**src/rtl/fazyrv_tgt_ser.sv**
```systemverilog
// Chunk-serial jump/branch target generator: emits base+off (or base) LSB chunk
// first, BWIDTH bits per shift, for the PC's serial load input.
module fazyrv_tgt_ser #(
   parameter int BWIDTH = 8
) (
   input  logic              clk_i,
   input  logic              rst_i,
   input  logic              start_i,
   input  logic [31:0]       base_i,
   input  logic [31:0]       off_i,
   input  logic              add_i,
   input  logic              clr_lsb_i,
   input  logic              stall_i,
   output logic              busy_o,
   output logic              shift_o,
   output logic [BWIDTH-1:0] dout_o,
   output logic              done_o
);

   localparam int N  = 32 / BWIDTH;
   localparam int CW = $clog2(N);

   typedef enum logic {IDLE, RUN} state_t;

   state_t            state_q, state_d;
   logic [31:0]       base_q, off_q;
   logic              clr_q;
   logic              carry_q;
   logic [CW-1:0]     cnt_q;
   logic [BWIDTH:0]   sum;
   logic              adv;
   logic              last;

   // Operands are shifted down each advance, so the active chunk always sits
   // in the low BWIDTH bits instead of being selected by the counter.
   always_comb begin
      sum     = {1'b0, base_q[BWIDTH-1:0]} + {1'b0, off_q[BWIDTH-1:0]}
              + {{BWIDTH{1'b0}}, carry_q};
      last    = (cnt_q == CW'(N - 1));
      state_d = state_q;
      adv     = 1'b0;
      busy_o  = 1'b0;
      shift_o = 1'b0;
      done_o  = 1'b0;
      dout_o  = '0;
      case (state_q)
         IDLE: begin
            if (start_i) state_d = RUN;
         end
         RUN: begin
            busy_o  = 1'b1;
            adv     = !stall_i;
            shift_o = adv;
            dout_o  = sum[BWIDTH-1:0];
            // LSB clear only masks the output; the carry keeps the true sum.
            if (clr_q && cnt_q == '0) dout_o[0] = 1'b0;
            if (adv && last) begin
               done_o  = 1'b1;
               state_d = IDLE;
            end
         end
         default: state_d = IDLE;
      endcase
   end

   always_ff @(posedge clk_i) begin
      if (rst_i) begin
         state_q <= IDLE;
         base_q  <= '0;
         off_q   <= '0;
         clr_q   <= 1'b0;
         carry_q <= 1'b0;
         cnt_q   <= '0;
      end else begin
         state_q <= state_d;
         if (state_q == IDLE) begin
            if (start_i) begin
               base_q  <= base_i;
               off_q   <= add_i ? off_i : '0;
               clr_q   <= clr_lsb_i;
               carry_q <= 1'b0;
               cnt_q   <= '0;
            end
         end else if (adv) begin
            base_q  <= base_q >> BWIDTH;
            off_q   <= off_q >> BWIDTH;
            carry_q <= sum[BWIDTH];
            cnt_q   <= cnt_q + CW'(1);
         end
      end
   end

endmodule

```
**config.mk**
```make
export PLATFORM = sky130hd
export DESIGN_NAME = fazyrv_tgt_ser
export DESIGN_NICKNAME = d
export VERILOG_FILES = /design/src/rtl/fazyrv_tgt_ser.sv
export SDC_FILE = /design/constraint.sdc
export NUM_CORES = 1
export LEC_CHECK = 0
export ABC_AREA = 0
export BUFFER_PORTS_ARGS = -buffer_cell sky130_fd_sc_hd__buf_2
export CAP_MARGIN = 20
export CORE_AREA = 4 4 120 76
export DETAILED_ROUTE_END_ITERATION = 8
export DIE_AREA = 0 0 124 80
export MAX_ROUTING_LAYER = met4
export PLACE_DENSITY = 0.68
export SETUP_SLACK_MARGIN = 0.3
export SYNTH_ARGS = -nofsm -noshare
export SYNTH_HDL_FRONTEND = slang
export SYNTH_SLANG_ARGS = --single-unit
```
**constraint.sdc**
```tcl
create_clock -name clk_i -period 2.6 [get_ports clk_i]
set_clock_uncertainty 0.15 [all_clocks]
set_input_delay 0.26 -clock clk_i [delete_from_list [all_inputs] [get_ports clk_i]]
set_output_delay 0.26 -clock clk_i [all_outputs]
set_load 0.01 [all_outputs]
```
==> summary.md, run 1 <==
| Metric | Value |
|---|---|
| Yosys top cell by area | `dfxtp_1` |
| Worst VDD drop | `390 uV` |
| Antenna violations before repair | `0` |
| Largest stage delay on the critical path | `0.42 ns` |
| Post-synth top flop | `dfxtp_1` |
| Avg Cell Area, Syn | `between 9 and 10 um^2` |
| Clk sinks | `69` |
| Total number of vias | `2998` |
| Pin count of the biggest net entering global routing | `38` |
| Most used cells in the layout excluding fill and tap cells | `nor2_1 (98), buf_2 (79), dfxtp_1 (65)` |
| # IOs | `81` |
| Hold Crit Depth | `3` |
| Detailed placement HPWL | `6.28 mm` |
| Syn Inst Count | `~390` |
| Worst flop-to-flop path endpoint | `carry_q$_SDFFE_PP0P_` |
| Nets | `537` |
| WP data arrival | `approximately 2.2 ns` |
| Worst Min Path Start | `off_i[24]` |
| Req. time, crit path | `about 2.2 ns` |
| Layout area overhead | `23.0%` |
| Die Span Y | `~80 um` |
| Utilization after layout | `between 50% and 60%` |
| Net Sw Power | `0.000820 W` |
| Final count of negative-setup-slack endpoints | `0` |
| Crit path max fanout | `3` |
| Syn Nets | `466` |
| Leading cell type in the layout, fill and taps excluded | `nor2_1` |
| Clock power share | `40.6%` |
| Period utilization | `99.8%` |
| CTS tree | `done` |
| Pleak | `1.86 nW` |
| Met1 usage | `28.7%` |
| Vias in the first global route | `~2800` |
| Critical Path, Cell by Cell | `fa_2 > buf_6 > a211o_1 > a21o_1 > o22ai_2 > mux2i_1 > buf_2` |
| All-Layer GR Usage | `19.0%` |
| GRT overflow | `0` |
| Htree depth | `3` |
| Clock Root Buffer | `clkbuf_16` |
| Clock buffer depth | `2` |
| EDFF count, synth | `0` |
| RSZ-0062 raised after global routing | `true` |
| Power, Total | `around 0.0029 W` |
| RR Startpoint | `carry_q$_SDFFE_PP0P_` |
| Internal Power | `0.00211 W` |
| Post-synth ARST share | `0%` |
| Post-synthesis register bit count | `between 60 and 70` |
| Relative slew margins | `about 64%` |
| Fmax | `between 300 and 400 MHz` |
| Combined area of all synthesized cells | `~0.0035 mm^2` |
| Cell Count, Final, Fillers Out | `568` |
| Cell total after placement | `547` |
| Sequential share of power | `around two fifths` |
| Core ar. | `0.00785 mm^2` |
| # DRC | `0` |
| CTS Buf Count | `9` |
| Post-synth top area share | `38.9%` |
| Met2 GRT Util | `between 20 and 25%` |
| Slew Limit Fails | `0` |
| Routed vias/inst | `~5.3` |
| N_diodes | `0` |
| Worst-margin pin slew | `0.540 ns` |
| Ranking of synthesized cells by area | `dfxtp_1 (39%), nor2_1 (10%), a211oi_2 (8.5%)` |
| DRT iter0 DRCs | `about 160` |
| Die width | `about 120 um` |
| Critical path's slowest cell | `fa_2` |
| Flop2flop setup slack | `about 0.37 ns` |
| Setup TNS | `0 ns` |
| Clk_lat worst skew | `0.33 ns` |
| Site Rows | `25` |
| Placer Congestion | `0.798` |
| Startpoint types | `register` |
| Crit path time final | `2.60 ns` |
| WS Path Type | `reg -> out` |
| Hold Vio Cnt, Final | `0` |
| Status | `completed` |
| Combinational power share | `a little under a fifth` |
| Switch share | `roughly 28%` |
| Synth warn | `0` |
| Initial Util | `45.2%` |
| Hold endpoint | `off_q[24]$_SDFFE_PP0P_` |
| Yosys cell types | `38` |
| Power per cell area | `671 mW/mm^2` |
| Worst path bufs/invs | `2` |
| Maxcap violations | `0` |
| Crit-path leading delay family | `compound AO/OA/AOI/OAI gates` |
| Worst hold-check path type | `in -> reg` |
| First-pass GRT wire length | `between 10 and 15 mm` |
| R2R depth | `9` |
| Global routing's busiest layer | `met1` |
| Clock-pin slew on the worst setup and hold paths | `around 0.050 ns` |
| Register area share after synthesis | `38.9%` |
| Worst hold margin | `0.0184 ns` |
| Drt wl/cell | `15.6 um` |
| Pre-antenna DRT Iters | `4` |
| Fraction of layout cells with a size suffix above 1 | `between 30% and 40%` |
| Antenna-violating nets left | `0` |
| Die ar. | `between 0.009 and 0.01 mm^2` |
| I/O Buffers | `80` |
| Cts hold-fix bufs | `0` |
| Crit end category | `primary output` |
| WL final | `8.88 mm` |
| Met3 Use GR | `4.67%` |
## routing by layer
metal / wire (um) / part of all wire (%) / vias to the layer above
met5: 0 / 0 / -
met4: 40 / 0.45 / 0
met1: 4640 / 52 / 1391
met3: 588 / 6.6 / 4
met2: 3620 / 41 / 87
li1: - / - / 1516
## how the worst max path moves through the flow
stage / from / slack, ns / cells after the start / endpoint
after detailed placement: base_q[0]$_SDFFE_PP0P_ / 0.25 / 8 / dout_o[6]
after global routing: off_q[0]$_SDFFE_PP0P_ / -0.04 / 8 / dout_o[6]
final: off_q[0]$_SDFFE_PP0P_ / 0.004 / 7 / dout_o[7]
after floorplan: base_q[0]$_SDFFE_PP0P_ / 0.39 / 7 / dout_o[6]
after global placement: carry_q$_SDFFE_PP0P_ / 0.26 / 8 / dout_o[6]
after CTS: base_q[0]$_SDFFE_PP0P_ / 0.03 / 7 / dout_o[7]
## tightest hold or removal path, stage by stage
cell     delay, ns
buf_2         0.07
a22oi_1       0.05
nor2_1        0.07
## power by group through the flow
stage	combinational (W)	clock (W)	sequential, W
final	0.000539	0.00119	0.00120
after CTS	0.000535	0.00122	0.00120
after floorplan	0.000393	0	0.00120
after global placement	0.000512	0	0.00122
after detailed placement	0.000517	0	0.00122
after global routing	0.000596	0.00126	0.00121
## through the flow
stage	cell area, um^2	worst slack, ns
finish	4360	0.00440
global route	4360	-0.0370
CTS	4340	0.0302
detailed placement	3980	0.246
global placement	3980	0.259
floorplan	3550	0.390
## layout make-up
| class | instances | area (um^2) |
|---|---|---|
| clock inverter | 6 | 65.1 |
| multi-input combinational | 274 | 1980 |
| clock buffer | 9 | 225 |
| tap | 108 | 135 |
| sequential | 69 | 1390 |
| fill | 750 | 3490 |
| timing repair buffer | 93 | 533 |
| inverter | 9 | 36.3 |
## sequential cells by signal, summed over array words and instances, names as in the netlist
signal and flops:
base_q 32, carry_q 1, clr_q 1, cnt_q 2, off_q 32, state_q 1
## synthesized netlist by cell type (2+ instances only)
cell type	n
buf_4	5
a22oi_1	17
and2_1	2
nor2_1	98
ha_1	9
buf_6	4
a21oi_1	32
a211oi_2	24
nor4_1	3
a211oi_1	5
nand2_1	7
buf_2	12
nor3_1	2
mux2i_1	25
nand2b_1	5
o31ai_1	2
fa_1	2
a21o_1	2
a211o_1	2
clkbuf_1	12
nor4_2	21
dfxtp_1	69
inv_1	8
o21ai_0	3
## repair_timing
action	CTS	global route
resized for setup	12	2
pin swaps	3	6
setup endpoints to repair	5	6
setup buffers	4	2
## kinds of logic (layout without fill, tap and decap cells)
group,count (synthesis),after routing,synth area share (%)
muxes,25,25,7.05
adders and majority gates,11,11,4.30
AOI/OAI and AO/OA,92,92,21.0
and+or+nand+nor,145,145,22.2
DFF,69,69,38.9
buffers and inverters,42,117,6.31
xor gates and xnor gates,1,1,0.247
No activity file was read; power rests on OpenSTA's default activity.
==> inputs of run 2 (changes only) <==
--- a/config.mk
+++ b/config.mk
@@ -8,11 +8,9 @@
 export ABC_AREA = 0
 export BUFFER_PORTS_ARGS = -buffer_cell sky130_fd_sc_hd__buf_2
 export CAP_MARGIN = 20
-export CORE_AREA = 4 4 120 76
+export CORE_AREA = 4 4 146 92
 export DETAILED_ROUTE_END_ITERATION = 8
-export DIE_AREA = 0 0 124 80
-export MAX_ROUTING_LAYER = met4
-export PLACE_DENSITY = 0.68
+export DIE_AREA = 0 0 150 96
 export SETUP_SLACK_MARGIN = 0.3
 export SYNTH_ARGS = -nofsm -noshare
 export SYNTH_HDL_FRONTEND = slang
==> summary.md, run 2 (same netlist as run 1, synthesis figures left out) <==
| Metric | Value |
|---|---|
| Status | `completed` |
| Pin count of the biggest net entering global routing | `between 50 and 60` |
| # IOs | `81` |
| Largest stage delay on the critical path | `0.35 ns` |
| Clock buffer depth | `2` |
| Critical path's slowest cell | `dfxtp_2` |
| Hold Vio Cnt, Final | `0` |
| Worst VDD drop | `325 uV` |
| WS Path Type | `reg -> out` |
| WP data arrival | `2.17 ns` |
| Clock Root Buffer | `clkbuf_16` |
| Crit path time final | `approximately 2.6 ns` |
| Cell total after placement | `~600` |
| GRT overflow | `0` |
| Combinational power share | `a little under a fifth` |
| WL final | `9.57 mm` |
| Net Sw Power | `between 0.0008 and 0.0009 W` |
| I/O Buffers | `80` |
| Vias in the first global route | `2931` |
| Die Span Y | `96 um` |
| Nets | `roughly 540` |
| Setup TNS | `0 ns` |
| Htree depth | `3` |
| Leading cell type in the layout, fill and taps excluded | `nor2_1` |
| CP most frequent cell | `fa_2` |
| Clk sinks | `69` |
| Total number of vias | `3015` |
| Cts hold-fix bufs | `0` |
| Antenna-violating nets left | `0` |
| Most used cells in the layout excluding fill and tap cells | `nor2_1 (98), buf_2 (79), dfxtp_1 (65)` |
| Crit path max fanout | `3` |
| Clock power share | `41.4%` |
| Maxcap violations | `0` |
| Clk_lat worst skew | `approximately 0.33 ns` |
| Largest regs | `base_q x32, off_q x32, cnt_q x2` |
| Pre-antenna DRT Iters | `4` |
| Final count of negative-setup-slack endpoints | `0` |
| Fmax | `387 MHz` |
| Clock-pin slew on the worst setup and hold paths | `0.06 ns` |
| Pleak | `1.88 nW` |
| Detailed placement HPWL | `6.87 mm` |
| Relative slew margins | `a little under half` |
| Layout area overhead | `25.7%` |
| Cell Count, Final, Fillers Out | `626` |
| # DRC | `0` |
| Placer Congestion | `0.851` |
| Req. time, crit path | `2.19 ns` |
| Worst hold-check path type | `in -> reg` |
| First-pass GRT wire length | `15.0 mm` |
| Critical Path, Cell by Cell | `fa_2 > inv_2 > fa_2 > nand2b_4 > buf_6 > nand2b_1 > nand2_1 > a211oi_2 > buf_2` |
| Slew Limit Fails | `0` |
| Period utilization | `99.3%` |
| CTS tree | `done` |
| CTS Buf Count | `9` |
| N_diodes | `0` |
| Die width | `150 um` |
| Power per cell area | `667 mW/mm^2` |
| Site Rows | `31` |
| Startpoint types | `register` |
| RSZ-0062 raised after global routing | `true` |
| Worst-margin pin slew | `0.802 ns` |
| Core ar. | `between 0.01 and 0.015 mm^2` |
| Initial Util | `29.7%` |
| Sequential share of power | `40.4%` |
| Switch share | `27.4%` |
| Fraction of layout cells with a size suffix above 1 | `36.9%` |
| Worst hold margin | `0.0177 ns` |
| DRT iter0 DRCs | `about 190` |
| Drt wl/cell | `15.3 um` |
| Fill cell count | `~1200` |
| Internal Power | `approximately 0.0022 W` |
| All-Layer GR Usage | `between 10 and 15%` |
| Die ar. | `0.0144 mm^2` |
| Routed vias/inst | `4.82` |
| Crit end category | `primary output` |
| Antenna violations before repair | `0` |
-- run 2: changes by cell type in the layout (fill, tap and decap cells not counted), sizes merged --
cell | before | now
clkbuf | 9 | 12
clkinvlp | 4 | 2
buf | 93 | 94
clkinv | 1 | 0
-- run 2: final cells by class --
cell class	count	area, um^2	area share [%]
Tap cell	165	206	4.63
Clock buffer	12	256	5.75
Sequential cell	69	1390	31.1
Clock inverter	3	45.0	1.01
Multi-Input combinational cell	274	1990	44.6
Inverter	9	36.3	0.814
Timing Repair Buffer	94	536	12.0
-- run 2: routing by layer --
layer / global-route usage, % / part of all wire, % / routed length [um] / vias to the layer above
met5: 0 / 0 / 0 / -
met4: 4.64 / 1.6 / 151 / 0
met3: 4.66 / 6.6 / 631 / 22
met2: 18.0 / 39 / 3690 / 100
met1: 19.8 / 53 / 5100 / 1378
li1: - / - / - / 1515
-- run 2: worst paths after layout --
| path | slack (ns) | from | end | cells past startpoint |
|---|---|---|---|---|
| setup / recovery | 0.02 | base_q[0]$_SDFFE_PP0P_ | dout_o[4] | 9 |
| hold / removal | 0.02 | off_i[29] | off_q[29]$_SDFFE_PP0P_ | 3 |
| setup reg to reg | 0.46 | base_q[0]$_SDFFE_PP0P_ | carry_q$_SDFFE_PP0P_ | 7 |
| hold reg to reg | 0.31 | clr_q$_SDFFE_PP0P_ | clr_q$_SDFFE_PP0P_ | 2 |
-- run 2: worst max-delay path: cells and delay by family (launching register included) --
kind	cells	cell delay, ns
AOI/OAI and AO/OA	1	0.24
DFF	1	0.35
adders and majority gates	2	0.60
and+or+nand+nor	3	0.32
buffers and inverters	3	0.34
-- run 2: metrics by stage --
step                power [W]  area [um^2]  setup slack (ns)  util, %
floorplan             0.00159         3550             0.390        -
global placement      0.00173         4030             0.214     33.7
finish                0.00298         4460            0.0188     37.3
global route          0.00312         4460           -0.0465     37.3
CTS                   0.00299         4400           0.00884     36.8
detailed placement    0.00174         4030             0.166     33.7
-- run 2: power by group through the flow --
stage | clock [W] | sequential, W | combinational (W)
after floorplan | 0 | 0.00120 | 0.000393
after global placement | 0 | 0.00122 | 0.000515
after detailed placement | 0 | 0.00122 | 0.000515
after CTS | 0.00126 | 0.00120 | 0.000531
after global routing | 0.00130 | 0.00121 | 0.000602
final | 0.00123 | 0.00120 | 0.000542
-- run 2: what timing repair did --
item | CTS | global route
resized for setup | 11 | 7
endpoints found under the setup margin | 6 | 7
pin swaps | 5 | 6
buffers inserted | 4 | 4
